<file path="config.mk">
export PLATFORM = sky130hd
export DESIGN_NAME = reg_file_2r1w_flat
export DESIGN_NICKNAME = d
export VERILOG_FILES = /design/src/rtl/reg_file_2r1w_pkg.sv /design/src/rtl/reg_file_2r1w_if.sv /design/src/rtl/reg_file_2r1w_read_port.sv /design/src/rtl/reg_file_2r1w.sv /design/src/flat_wrapper.sv
export SDC_FILE = /design/constraint.sdc
export NUM_CORES = 1
export LEC_CHECK = 0
export BUFFER_PORTS_ARGS = -buffer_cell sky130_fd_sc_hd__buf_4
export CAP_MARGIN = 10
export CORE_AREA = 2 2 89 91
export DETAILED_ROUTE_END_ITERATION = 6
export DIE_AREA = 0 0 91 93
export PLACE_DENSITY = 0.78
export REMOVE_ABC_BUFFERS = 1
export SLEW_MARGIN = 20
export SYNTH_ARGS = -nofsm -noshare
export SYNTH_HDL_FRONTEND = slang
export SYNTH_SLANG_ARGS = --single-unit
</file>
<file path="constraint.sdc">
create_clock -name clk -period 2.1 [get_ports clk]
set_clock_uncertainty 0.2 [all_clocks]
set_input_delay 0.42 -clock clk [delete_from_list [all_inputs] [get_ports clk]]
set_output_delay 0.42 -clock clk [all_outputs]
set_load 0.05 [all_outputs]
</file>
<file path="src/rtl/reg_file_2r1w_pkg.sv">
// reg_pkg: shared register-file constants, data type and address sizing helper.
// No ports; imported by the interface, the read port and the top level.
package reg_pkg;

  localparam int DATA_W       = 8;
  localparam int NREGS        = 8;
  localparam int NREGS_ADDR_W = 3;

  typedef logic [DATA_W-1:0] data_t;

  // Address width for n words, never narrower than one bit.
  function automatic int clog2_min1(input int n);
    return (n <= 2) ? 1 : $clog2(n);
  endfunction

endpackage

</file>
<file path="src/rtl/reg_file_2r1w_if.sv">
// reg_file_if: write port, two read ports and sticky error of the register file.
// master = decoder/ALU side (drives we/addr/data/re), slave = register file.
interface reg_file_if
  import reg_pkg::*;
#(
  parameter int WIDTH  = DATA_W,
  parameter int ADDR_W = NREGS_ADDR_W
);

  logic              we;
  logic [ADDR_W-1:0] waddr;
  logic [WIDTH-1:0]  wdata;
  logic              re_a;
  logic [ADDR_W-1:0] raddr_a;
  logic [WIDTH-1:0]  dout_a;
  logic              vld_a;
  logic              re_b;
  logic [ADDR_W-1:0] raddr_b;
  logic [WIDTH-1:0]  dout_b;
  logic              vld_b;
  logic              err;

  modport master (
    output we, waddr, wdata,
    output re_a, raddr_a, re_b, raddr_b,
    input  dout_a, vld_a, dout_b, vld_b, err
  );

  modport slave (
    input  we, waddr, wdata,
    input  re_a, raddr_a, re_b, raddr_b,
    output dout_a, vld_a, dout_b, vld_b, err
  );

endinterface

</file>
<file path="src/rtl/reg_file_2r1w_read_port.sv">
// reg_read_port: one registered read port with range check and write bypass.
// Ports: clk/rst, i_re/i_raddr, i_rdata (array word), i_we/i_waddr/i_wdata, o_dout/o_vld/o_err_req.
module reg_read_port
  import reg_pkg::*;
#(
  parameter int WIDTH  = DATA_W,
  parameter int DEPTH  = NREGS,
  parameter int ADDR_W = NREGS_ADDR_W,
  parameter int BYPASS = 1
) (
  input  logic              clk,
  input  logic              rst,
  input  logic              i_re,
  input  logic [ADDR_W-1:0] i_raddr,
  input  logic [WIDTH-1:0]  i_rdata,
  input  logic              i_we,
  input  logic [ADDR_W-1:0] i_waddr,
  input  logic [WIDTH-1:0]  i_wdata,
  output logic [WIDTH-1:0]  o_dout,
  output logic              o_vld,
  output logic              o_err_req
);

  localparam logic [ADDR_W:0] LP_DEPTH = (ADDR_W+1)'(DEPTH);

  logic             w_in_range;
  logic             w_hit;
  logic [WIDTH-1:0] w_dnext;
  logic [WIDTH-1:0] r_dout;
  logic             r_vld;

  assign w_in_range = ({1'b0, i_raddr} < LP_DEPTH);

  // i_we is already range-qualified, so a hit implies an in-range read.
  assign w_hit = (BYPASS != 0) && i_we && (i_waddr == i_raddr);

  always_comb begin
    w_dnext = i_rdata;
    unique case (1'b1)
      !w_in_range: w_dnext = '0;
      w_hit:       w_dnext = i_wdata;
      default:     ;
    endcase
  end

  always_ff @(posedge clk) begin
    if (rst) begin
      r_dout <= '0;
      r_vld  <= 1'b0;
    end else begin
      r_vld <= i_re;
      if (i_re) r_dout <= w_dnext;
    end
  end

  assign o_dout    = r_dout;
  assign o_vld     = r_vld;
  assign o_err_req = i_re && !w_in_range;

endmodule

</file>
<file path="src/rtl/reg_file_2r1w.sv">
// reg_file_2r1w: DEPTH x WIDTH register file, one write port, two registered read ports.
// Ports: clk, rst (sync, active-high), bus (reg_file_if.slave: we/waddr/wdata, re/raddr/dout/vld x2, err).
module reg_file_2r1w
  import reg_pkg::*;
#(
  parameter int WIDTH  = DATA_W,
  parameter int DEPTH  = NREGS,
  parameter int ADDR_W = clog2_min1(DEPTH),
  parameter int BYPASS = 1
) (
  input  logic       clk,
  input  logic       rst,
  reg_file_if.slave  bus
);

  localparam logic [ADDR_W:0] LP_DEPTH = (ADDR_W+1)'(DEPTH);

  logic [WIDTH-1:0] r_mem [DEPTH];
  logic             r_err;
  logic             w_wr_ok;
  logic [WIDTH-1:0] w_rdata_a;
  logic [WIDTH-1:0] w_rdata_b;
  logic [WIDTH-1:0] w_dout_a;
  logic [WIDTH-1:0] w_dout_b;
  logic             w_vld_a;
  logic             w_vld_b;
  logic             w_err_a;
  logic             w_err_b;

  assign w_wr_ok = bus.we && ({1'b0, bus.waddr} < LP_DEPTH);

  // Explicit compare loop keeps DEPTH free of power-of-two constraints.
  always_comb begin
    w_rdata_a = '0;
    w_rdata_b = '0;
    for (int i = 0; i < DEPTH; i++) begin
      if (bus.raddr_a == ADDR_W'(i)) w_rdata_a = r_mem[i];
      if (bus.raddr_b == ADDR_W'(i)) w_rdata_b = r_mem[i];
    end
  end

  always_ff @(posedge clk) begin
    if (rst) begin
      for (int i = 0; i < DEPTH; i++) r_mem[i] <= '0;
      r_err <= 1'b0;
    end else begin
      for (int i = 0; i < DEPTH; i++) begin
        if (w_wr_ok && bus.waddr == ADDR_W'(i)) r_mem[i] <= bus.wdata;
      end
      if (w_err_a || w_err_b || (bus.we && !w_wr_ok)) r_err <= 1'b1;
    end
  end

  reg_read_port #(
    .WIDTH(WIDTH), .DEPTH(DEPTH), .ADDR_W(ADDR_W), .BYPASS(BYPASS)
  ) u_port_a (
    .clk(clk), .rst(rst),
    .i_re(bus.re_a), .i_raddr(bus.raddr_a), .i_rdata(w_rdata_a),
    .i_we(w_wr_ok), .i_waddr(bus.waddr), .i_wdata(bus.wdata),
    .o_dout(w_dout_a), .o_vld(w_vld_a), .o_err_req(w_err_a)
  );

  reg_read_port #(
    .WIDTH(WIDTH), .DEPTH(DEPTH), .ADDR_W(ADDR_W), .BYPASS(BYPASS)
  ) u_port_b (
    .clk(clk), .rst(rst),
    .i_re(bus.re_b), .i_raddr(bus.raddr_b), .i_rdata(w_rdata_b),
    .i_we(w_wr_ok), .i_waddr(bus.waddr), .i_wdata(bus.wdata),
    .o_dout(w_dout_b), .o_vld(w_vld_b), .o_err_req(w_err_b)
  );

  assign bus.dout_a = w_dout_a;
  assign bus.vld_a  = w_vld_a;
  assign bus.dout_b = w_dout_b;
  assign bus.vld_b  = w_vld_b;
  assign bus.err    = r_err;

endmodule

</file>
<file path="src/flat_wrapper.sv">
// flat-port wrapper written by rule: the top's interface ports become plain ports
module reg_file_2r1w_flat import reg_pkg::*;
#(
  parameter int WIDTH  = DATA_W,
  parameter int DEPTH  = NREGS,
  parameter int ADDR_W = clog2_min1(DEPTH),
  parameter int BYPASS = 1
)
  (clk, rst, bus_we, bus_waddr, bus_wdata, bus_re_a, bus_raddr_a, bus_re_b, bus_raddr_b, bus_dout_a, bus_vld_a, bus_dout_b, bus_vld_b, bus_err);
  reg_file_if #(.WIDTH(WIDTH), .ADDR_W(ADDR_W)) bus_i ();
  input  logic clk;
  input  logic rst;
  input wire logic [$bits(bus_i.we)-1:0] bus_we;
  input wire logic [$bits(bus_i.waddr)-1:0] bus_waddr;
  input wire logic [$bits(bus_i.wdata)-1:0] bus_wdata;
  input wire logic [$bits(bus_i.re_a)-1:0] bus_re_a;
  input wire logic [$bits(bus_i.raddr_a)-1:0] bus_raddr_a;
  input wire logic [$bits(bus_i.re_b)-1:0] bus_re_b;
  input wire logic [$bits(bus_i.raddr_b)-1:0] bus_raddr_b;
  output wire logic [$bits(bus_i.dout_a)-1:0] bus_dout_a;
  output wire logic [$bits(bus_i.vld_a)-1:0] bus_vld_a;
  output wire logic [$bits(bus_i.dout_b)-1:0] bus_dout_b;
  output wire logic [$bits(bus_i.vld_b)-1:0] bus_vld_b;
  output wire logic [$bits(bus_i.err)-1:0] bus_err;
  assign bus_i.we = bus_we;
  assign bus_i.waddr = bus_waddr;
  assign bus_i.wdata = bus_wdata;
  assign bus_i.re_a = bus_re_a;
  assign bus_i.raddr_a = bus_raddr_a;
  assign bus_i.re_b = bus_re_b;
  assign bus_i.raddr_b = bus_raddr_b;
  assign bus_dout_a = bus_i.dout_a;
  assign bus_vld_a = bus_i.vld_a;
  assign bus_dout_b = bus_i.dout_b;
  assign bus_vld_b = bus_i.vld_b;
  assign bus_err = bus_i.err;
  reg_file_2r1w #(.WIDTH(WIDTH), .DEPTH(DEPTH), .ADDR_W(ADDR_W), .BYPASS(BYPASS)) u_core (.clk(clk), .rst(rst), .bus(bus_i));
endmodule
</file>
==> Word-level counts from Yosys, hierarchy flattened <==
Memory sizes are Yosys's and may differ from the RTL's.
Index checks and enable logic that the tools add are counted.
{ "totals": {"reg_bits": 18, "inputBits": 22, "ram_bits": 64, "elab_cells": 101, "memories": 1} }
{ "memory_table": {"columns": ["memory", "words", "width", "read_ports", "rd_ports_with_merged_regs", "write_ports", "line_no", "text"], "rows": [
  ["u_core.r_mem", 8, 8, 8, 0, 8, "reg_file_2r1w.sv:18", "logic [WIDTH-1:0] r_mem [DEPTH];"]
]} }
{ "op_classes": {"bitwise_logic": 8, "reduce_logical": 13, "n_mux": 52, "eq_ne": 23} }
{ "ops": {"columns": ["operator", "n"], "rows": [
  ["8-bit 2-to-1 mux", 26],
  ["3-bit equality test, second input constant", 12],
  ["1-bit 2-to-1 mux", 26],
  ["3-bit by 2-bit equality test with 1-bit output, second input constant", 6],
  ["1-bit logical AND", 10],
  ["3-bit by 1-bit equality test with 1-bit output, second input constant", 3],
  ["3-bit zero test", 3],
  ["1-bit OR", 8],
  ["3-bit equality test", 2]
]} }

==> Longest topological paths before layout <==
Gate-level depths: netlist (run 1).
{ "depth": {"ltp_word": 10, "mapped_depth": 8, "mapped_depth_nobuf": 5} }

==> Cells and area by module <==
From an unflattened synthesis (run 1), not the netlist that was laid out.
{ "hier_totals": {"cells_unflattened": 363, "area_unflattened_um2": 4494.3} }
{ "by_module_without_submodules": {"columns": ["module", "cells_per_inst", "n_inst", "area_each_um2"], "rows": [
  ["reg_file_2r1w", 237, 1, 3433.3],
  ["reg_read_port", 63, 2, 530.5]
]} }

==> Worst setup path after synthesis (run 1) <==
Ideal clock, no wire load.
{ "synth_timing": {"path_type": "input port to flip-flop", "startpoint": "input bus_we", "endpoint": "memory u_core.r_mem[0][24] (netlist name), enable pin", "path_buffers": 2, "t_arrival_ps": 1440, "slack_ps": 125, "t_required_ps": 1566, "cell_stages": 5, "path_cell_list": "clkbuf_1 nor2b_1 clkbuf_1 nand3_1 nand2b_1"} }
{ "synth_rtl": {"columns": ["element", "line_no", "text"], "rows": [
  ["from (decl)", "flat_wrapper.sv:13", "input wire logic [$bits(bus_i.we)-1:0] bus_we;"],
  ["to (decl)", "reg_file_2r1w.sv:18", null]
]} }

==> Worst setup path after layout (run 1) <==
{ "layout_timing": {"startpoint": "input bus_raddr_b[1]", "endpoint": "register u_core.u_port_b.r_dout[0] (netlist: u_core.u_port_b.o_dout[0])"} }
{ "layout_via": {"elab_chain_cells": 10, "word_cells_on_any_way": 19, "classes_between": "8 x eq/ne; 9 x mux; 2 x reduce/logical"} }
{ "layout_rtl": {"columns": ["element", "line_no", "text"], "rows": [
  ["from (decl)", "flat_wrapper.sv:19", "input wire logic [$bits(bus_i.raddr_b)-1:0] bus_raddr_b;"],
  ["3-bit zero test", "reg_file_2r1w.sv:38", "if (bus.raddr_b == ADDR_W'(i)) w_rdata_b = r_mem[i];"],
  ["8-bit 2-to-1 mux (8 in a row)", "reg_file_2r1w.sv:38", null],
  ["8-bit 2-to-1 mux *", "reg_file_2r1w_read_port.sv:39", "unique case (1'b1)"],
  ["to (signal assigned)", "reg_file_2r1w_read_port.sv:52", "if (i_re) r_dout <= w_dnext;"],
  ["to (decl)", "reg_file_2r1w_read_port.sv:29", "logic [WIDTH-1:0] r_dout;"]
]} }
Mark *: on every way between the ends. The rest lies on a longest branch, timed or not.
A chain may end at the register's enable or synchronous reset.

==> results of run 1 <==
## final cells by class
type / instances / area (um2) / area share, %
clock inverters: 6 / 56.30 / 1.136
repair buffers: 67 / 503.0 / 10.15
well taps: 102 / 127.6 / 2.576
clock buffers: 10 / 137.6 / 2.778
inverters: 15 / 56.30 / 1.136
multi-input cells: 226 / 1792 / 36.16
flip-flops and latches: 82 / 2282 / 46.06
## metal layers
metal | vias up | wire (um)
met5 | - | 0
met4 | 0 | 174
met3 | 20 | 913
met2 | 185 | 5293
met1 | 1553 | 4316
li1 | 1399 | -
## kinds of logic after synthesis
logic type      after synthesis  synth area share [%]
compound gates               53                 8.123
mux                          42                 17.96
flops                        82                 52.92
simple gates                124                 13.98
other cells                   1               0.08695
buf+inv                      44                 5.541
xor+xnor                      6                 1.393
## power by group through the flow
stage | registers, mW | clock network [mW] | logic (mW)
after CTS | 1.94 | 1.14 | 0.665
after floorplan | 2.05 | 0 | 0.293
after global routing | 1.95 | 1.20 | 0.711
after detailed placement | 1.97 | 0 | 0.662
final | 1.94 | 1.13 | 0.667
after global placement | 1.96 | 0 | 0.645
## worst paths after layout
path / startpoint / to / slack [ns] / cells past startpoint
min reg2reg: u_core.u_port_b.o_dout[4]$_SDFFE_PP0P_ / u_core.u_port_b.o_dout[4]$_SDFFE_PP0P_ / 0.25 / 2
min: bus_wdata[4] / u_core.u_port_b.o_dout[4]$_SDFFE_PP0P_ / 0.18 / 3
max reg2reg: u_core.r_mem[0][40]$_SDFFCE_PN0P_ / u_core.u_port_b.o_dout[0]$_SDFFE_PP0P_ / 0.40 / 4
max: bus_raddr_b[1] / u_core.u_port_b.o_dout[0]$_SDFFE_PP0P_ / 0.37 / 5
## worst max-delay path: stages
cell and delay [ns]:
buf_4 0.28, mux4_1 0.61, mux2i_1 0.21, a21oi_1 0.10
a21o_1 0.15
## placed cells by master, fill, tap and decap left out, drive strengths merged, types with 6 or more instances in the layout
cell type,synthesis,layout
dfxtp,18,18
inv,15,15
buf,19,67
o21ai,11,11
clkbuf,10,10
nor2b,6,6
nand3,9,9
mux4,24,24
a21oi,14,14
xnor2,6,6
o211ai,6,6
edfxtp,64,64
mux2i,17,17
nor2,54,54
nand2,18,18
nand2b,26,26
## per-stage QoR
step	util (%)	setup slack (ns)	area (um2)	power (mW)	hold slack, ns
4_1_cts	65.82	0.3798	4955	3.744	0.1693
2_1_floorplan	-	0.4167	4130	2.344	0.2891
6_report	65.82	0.3690	4955	3.731	0.1770
3_5_place_dp	63.25	0.02334	4761	2.635	0.2425
5_1_grt	65.82	0.3036	4955	3.862	0.1941
3_3_place_gp	63.25	0.07509	4761	2.609	0.2270
## flip-flops by register name, summed over array words and instances, names as in the netlist
register and flops:
u_core.r_mem 64, u_core.u_port_a.o_vld 1, u_core.u_port_b.o_dout 8, u_core.u_port_a.o_dout 8, u_core.u_port_b.o_vld 1
==> metrics.txt, run 1 <==
post-CTS resize count 0; clock power share 30.2%; GRT met2 Usage 46.05%; Top FF cell, synth edfxtp_1; fraction of registers with async set/reset 0%; Clock Latency Late Sink 0.35 ns; Pint 2.726 mW; area of the die 8463 um2; share of the synthesized area in the top cell type 44.56%; Mapped Cells 352; Initial Util 57.30%; count leader, synth edfxtp_1; DRT antenna net count 0; Synth Warn # 0; H-Tree Level Count 3; Pre-Repair DR Iteration Count 5; DP Wirelength 7273 um; Pleak around 2 nW; Reg clk slew, reported paths 0.08 ns; total core area 7527 um2; synth unique cells 42; crit path kind input pin to register; synthesis-to-finish area growth 14.88%; Final period util 82.43%; largest net degree at the start of global routing 31; clock buffer depth 2; endpoints failing setup 0; RSZ-0062 raised after global routing no; CP Launch Type input pin; crit end category register; worst path required time 2.16 ns; Root Buffer clkbuf_8; Max Clock Freq between 500 and 600 MHz; Post-CTS Setup Inserts 0; grt met3 use 3.707%; share of cells above drive strength 1 a little under a quarter; global route total overflow 0; mean post-synth cell area 12.25 um2; Placed Cells ~490; leading post-synthesis cells by cell area edfxtp_1, mux4_1, dfxtp_1; Post-Route WL 10700 um; vias per cell approximately 6.2; IO Count 41; Reg power frac 52.0%; die width 91 um; #FFs+latches synth 82; ant diodes 0; Hold Violations, Final 0; top cells by count, synth edfxtp_1, nor2_1, nand2b_1; Synth area leader edfxtp_1; Final Net Count 423; first-pass GRT wire length around 17000 um; Final Max Tran Viols 0; met1 Use GR 35.87%; Comb pwr share 17.9%; PortBufs 39; All-Layer GR Usage 26.64%; DRC errors left 0; wire per inst around 21 um; initial antenna violation count 0; largest fanout on the critical path 18; Crit path arrival time 1.79 ns; Num CTS Buffers 9; Net Switching 1.005 mW; Max Cap Viol 0; type of the tightest min-delay check input pin to register; outcome finished, final reports clean; Post-synth EDFFs between 60 and 70; Fill cells 585; Switching Share 26.94%; mapped cell area 4313 um2; pwr/cell area ~750 nW/um2; CTS tree yes; # clock sinks 82; Hold Buf Count CTS 0; Die H 93 um; register area share after synthesis 52.92%; GRT busiest layer met2; via count around 3.2k; GPL Wtd Cong 0.8689; drt first-iter violations 356; standard-cell rows 32; peak supply drop 0.0003108 V; Final min period 1.731 ns; TNS Setup 0 ns; vias in the first global route 3055; Finished Layout Cells 508
(Power assumes the default switching activity.)
==> run 2: changes to the inputs <==
==> constraint.sdc (replaced) <==
create_clock -name clk -period 1.7 [get_ports clk]
set_clock_uncertainty 0.2 [all_clocks]
set_input_delay 0.34 -clock clk [delete_from_list [all_inputs] [get_ports clk]]
set_output_delay 0.34 -clock clk [all_outputs]
set_load 0.05 [all_outputs]
==> run 2 against run 1 <==
Critical path depth unchanged; hold slack got worse by 0.076 ns; global-route usage about the same; wire length increased by 0.92%.
==> metrics.txt, run 2 (synthesis results as in run 1) <==
fin util 68.60%; DP Wirelength 7442 um; DRT antenna net count 0; met1 Use GR between 30% and 40%; vias in the first global route 3100; Final min period between 1.5 and 2 ns; Num CTS Buffers 9; DRC errors left 0; endpoints failing setup 0; die width slightly above 90 um; area of the die between 8000 and 9000 um2; Fill cells between 500 and 600; largest fanout on the critical path 2; RSZ-0062 raised after global routing no; initial antenna violation count 0; Slew headroom 65.14%; Max Cap Viol 0; IO Count 41; largest net degree at the start of global routing 31; synthesis-to-finish area growth 19.73%; Finished Layout Cells between 500 and 600; clock buffer depth 2; ant diodes 0; pre-CTS WS -0.2709 ns; # clock sinks 82; first-pass GRT wire length ~16000 um; Max Clock Freq 609.6 MHz; actual slew at the worst max-slew pin 0.5218 ns; Crit path arrival time around 1.7 ns; vias per cell between 5 and 6; commonest cells after routing, fill and taps aside buf_4, edfxtp_1, nor2_1, nand2b_1; All-Layer GR Usage 26.63%; Final Net Count 440; grt met3 use 5.641%; drt first-iter violations 307; Pleak 2.064 nW; Post-Route WL between 10000 and 15000 um; H-Tree Level Count 3; Initial Util 57.30%; share of cells above drive strength 1 around 28%; pwr/cell area 910.1 nW/um2; Placed Cells between 500 and 600; Pre-Repair DR Iteration Count 5; via count 3143; Root Buffer clkbuf_8; standard-cell rows 32; CTS tree yes; Hold Violations, Final 0; outcome finished, final reports clean; peak supply drop 0.0004404 V; worst path required time roughly 1.7 ns; Largest Register u_core.r_mem; Clock Latency Late Sink 0.36 ns; GPL Wtd Cong 0.8734; CP Launch Type register; Die H 93 um; type of the tightest min-delay check input pin to register; Reg clk slew, reported paths around 0.090 ns; area occupied by multi-input gates 1773 um2; Final Max Tran Viols 0; GRT met2 Usage between 40% and 50%; Hold Buf Count CTS 0; GRT busiest layer met2; commonest non-fill, non-tap cell in the layout buf_4; setup ws final 0.05965 ns; PortBufs 39; global route total overflow 0; crit path kind register to register; max FFs per register 64; Storage cell area 2282 um2; total core area around 7500 um2; wire per inst 20.56 um; crit end category register; Final period util a little over nine tenths
run 2: cell count changes in the layout (fill, tap and decap cells not counted), sizes merged:
cell,before,now
clkinv,4,1
inv,15,16
buf,67,84
clkinvlp,1,3
run 2: area by class of cell:
cell class	instances	area share [%]
Sequential cell	82	44.20
Multi-Input combinational cell	226	34.33
Timing Repair Buffer	84	14.15
Clock buffer	10	2.472
Tap cell	102	2.472
Clock inverter	6	1.284
Inverter	15	1.090
run 2: per-stage QoR:
stage | instance area, um2 | power, mW | TNS [ns] | hold slack, ns
floorplan | 4130 | 2.896 | 0 | 0.2091
global route | 5164 | 4.863 | 0 | 0.1095
detailed placement | 4966 | 3.308 | -4.053 | 0.2366
global placement | 4966 | 3.279 | -2.855 | 0.2274
finish | 5164 | 4.700 | 0 | 0.1006
CTS | 5160 | 4.686 | 0 | 0.08926
run 2: report_power, final:
part           total, mW  internal (mW)  leakage [nW]  switching (mW)
Combinational      0.885          0.402          1.21           0.483
Sequential          2.40           2.31         0.769          0.0829
Clock               1.42          0.682        0.0889           0.735
run 2: routing by layer:
layer | up-vias | share of wire (%)
li1 | 1425 | -
met1 | 1514 | 38
met2 | 173 | 50
met3 | 31 | 8.4
met4 | 0 | 2.7
met5 | - | 0
run 2: path summary, 6_finish.rpt:
check / startpoint / endpoint / slack, ns / depth (start not counted)
max reg2reg: u_core.r_mem[0][62]$_DFFE_PP_ / u_core.u_port_a.o_dout[6]$_SDFFE_PP0P_ / 0.06 / 5
max: u_core.r_mem[0][62]$_DFFE_PP_ / u_core.u_port_a.o_dout[6]$_SDFFE_PP0P_ / 0.06 / 5
min reg2reg: u_core.u_port_b.o_dout[4]$_SDFFE_PP0P_ / u_core.u_port_b.o_dout[4]$_SDFFE_PP0P_ / 0.25 / 2
min: bus_wdata[4] / u_core.u_port_b.o_dout[4]$_SDFFE_PP0P_ / 0.10 / 3
run 2: critical path: stages, from the launching register on:
cell      delay (ns)
edfxtp_1        0.41
mux4_2          0.50
mux2i_1         0.18
nand2_1         0.07
o211ai_1        0.09
a21oi_1         0.08
run 2: repair_timing:
action                                  in CTS  in global routing
buffers inserted                             0                  3
gates resized for setup                      0                  5
endpoints found under the setup margin       0                  4
==> run 3: changes to the inputs <==
--- a/config.mk
+++ b/config.mk
@@ -11,8 +11,6 @@
 export DETAILED_ROUTE_END_ITERATION = 6
 export DIE_AREA = 0 0 91 93
 export PLACE_DENSITY = 0.78
-export REMOVE_ABC_BUFFERS = 1
-export SLEW_MARGIN = 20
 export SYNTH_ARGS = -nofsm -noshare
 export SYNTH_HDL_FRONTEND = slang
 export SYNTH_SLANG_ARGS = --single-unit
==> run 3 against run 2 <==
Clock-buffer cell count decreased by 1; die area unchanged; via count decreased by 0.60%; total power decreased by 0.13%; global-route usage decreased by 2.1 points; largest power group unchanged; highest routed layer unchanged.
==> metrics.txt, run 3 (synthesis results as in run 1) <==
outcome finished, final reports clean; standard-cell rows 32; share of cells above drive strength 1 29.78%; Largest Register u_core.r_mem; Final Max Tran Viols 0; All-Layer GR Usage 24.56%; DP Area 4886 um2; crit path kind register to register; clock buffer depth 2; Comb pwr share a little under a fifth; vias in the first global route 2975; Initial Util 57.30%; Pleak a little over 2 nW; Root Buffer clkbuf_8; hold endpoint u_core.u_port_b.o_dout[4]$_SDFFE_PP0P_; area of the die approximately 8500 um2; Net Switching ~1.3 mW; DRT antenna net count 0; vias per cell roughly 6.1; IO Count 41; first-pass GRT wire length 15790 um; Pre-Repair DR Iteration Count 5; largest fanout on the critical path 2; R2R depth 4; drt first-iter violations 375; Finished Layout Cells 515; Clock Latency Late Sink ~0.35 ns; crit end category register; Hold Buf Count CTS 0; RSZ-0062 raised after global routing yes; CTS tree yes; Hold Startpoint bus_wdata[4]; Reg clk slew, reported paths 0.09 ns; largest net degree at the start of global routing 26; commonest cells after routing, fill and taps aside buf_4, edfxtp_1, nor2_1, nand2b_1, mux4_2; # clock sinks 82; Switching Share 27.88%; beginning of the worst register-to-register path u_core.r_mem[0][35]$_SDFFCE_PN0P_; peak supply drop about 0.00044 V; Reg power frac between 50% and 60%; Hold Violations, Final 0; Max Clock Freq 607.3 MHz; Pint roughly 3.4 mW; GRT met2 Usage 38.89%; Die H about 93 um; synthesis-to-finish area growth 17.84%; GPL Wtd Cong approximately 0.9; CP Launch Type register; Post-Route WL 10130 um; worst path required time between 1.5 and 2 ns; total power 4.694 mW; commonest non-fill, non-tap cell in the layout buf_4; type of the tightest min-delay check input pin to register; DRC errors left 0; Placed Cells 495; Final Net Count 430; PortBufs 39; endpoints failing setup 0; Synth Net Count 374; DP Wirelength 7100 um; FF-to-FF setup slack around 0.053 ns; via count around 3.1k; met1 Use GR 33.92%; Fill cells 565; H-Tree Level Count 3; Final period util 96.86%; initial antenna violation count 0; die width a little over 90 um; Crit path arrival time around 1.7 ns; Final min period approximately 1.6 ns; ant diodes 0; wire per inst between 15 and 20 um; Num CTS Buffers 9; total core area 7527 um2; max FFs per register 64; pwr/cell area roughly 920 nW/um2; Storage cell area 2282 um2; hold_ws slightly above 0.08 ns; grt met3 use 5.721%; hold path depth 3; Final Cell Area 5082 um2; global route total overflow 0; area occupied by multi-input gates 1810 um2; clock power share 30.4%; GRT busiest layer met2; Max Cap Viol 0; Worst R2R End u_core.u_port_b.o_dout[3]$_SDFFE_PP0P_
-- run 3: changes by cell type in the layout (fill, tap and decap cells not counted), sizes merged --
cell | before | now
buf | 84 | 74
clkinv | 1 | 3
clkinvlp | 3 | 1
clkbuf | 10 | 9
inv | 16 | 17
-- run 3: layout make-up --
| class | instances | share of cell area (%) |
|---|---|---|
| Sequential cell | 82 | 44.90 |
| Multi-Input combinational cell | 226 | 35.62 |
| Timing Repair Buffer | 74 | 11.92 |
| Clock buffer | 9 | 2.437 |
| Inverter | 15 | 1.108 |
| Tap cell | 102 | 2.511 |
| Clock inverter | 7 | 1.502 |
-- run 3: per-layer routing --
metal  up-vias  part of all wire [%]
li1       1402                     -
met2       168                    47
met5         -                     0
met1      1531                    42
met3        23                   8.7
met4         0                   2.2
-- run 3: worst max path at each step --
stage                                                  from  depth (start not counted)                                      to  slack [ns]
final                     u_core.r_mem[0][35]$_SDFFCE_PN0P_                          4  u_core.u_port_b.o_dout[3]$_SDFFE_PP0P_        0.05
after global placement                       bus_raddr_a[0]                          6  u_core.u_port_a.o_dout[2]$_SDFFE_PP0P_       -0.24
after global routing      u_core.r_mem[0][26]$_SDFFCE_PN0P_                          5  u_core.u_port_a.o_dout[2]$_SDFFE_PP0P_      -0.008
after CTS                 u_core.r_mem[0][45]$_SDFFCE_PN0P_                          5  u_core.u_port_a.o_dout[5]$_SDFFE_PP0P_        0.04
after detailed placement                     bus_raddr_a[0]                          6  u_core.u_port_a.o_dout[3]$_SDFFE_PP0P_       -0.24
after floorplan                                bus_waddr[0]                          5       u_core.r_mem[0][10]$_SDFFCE_PN0P_      -0.004
-- run 3: worst max-delay path, cell delays in order, from the launching register on --
cell and delay (ns):
edfxtp_1 0.41, mux4_2 0.48, mux2i_1 0.21, a21oi_1 0.10, a21o_1 0.15
-- run 3: power groups by stage --
stage | Combinational [mW] | Sequential, mW | Clock, mW
CTS | 0.835 | 2.40 | 1.43
finish | 0.858 | 2.41 | 1.43
floorplan | 0.465 | 2.53 | 0
detailed placement | 0.830 | 2.44 | 0
global placement | 0.815 | 2.43 | 0
global route | 0.914 | 2.42 | 1.52
-- run 3: repair_timing --
action                                  in CTS  in global routing
endpoints found under the setup margin       0                  8
resized for setup                            0                 11
buffers inserted                             0                  4
-- run 3: metrics by stage --
stage               util [%]  setup TNS [ns]  setup slack [ns]
finish                 67.52               0           0.05335
global route           67.52        -0.01848         -0.007505
CTS                    67.57               0           0.04199
detailed placement     64.91          -2.377           -0.2397
global placement       64.91          -2.171           -0.2375
floorplan                  -        -0.03952         -0.003669
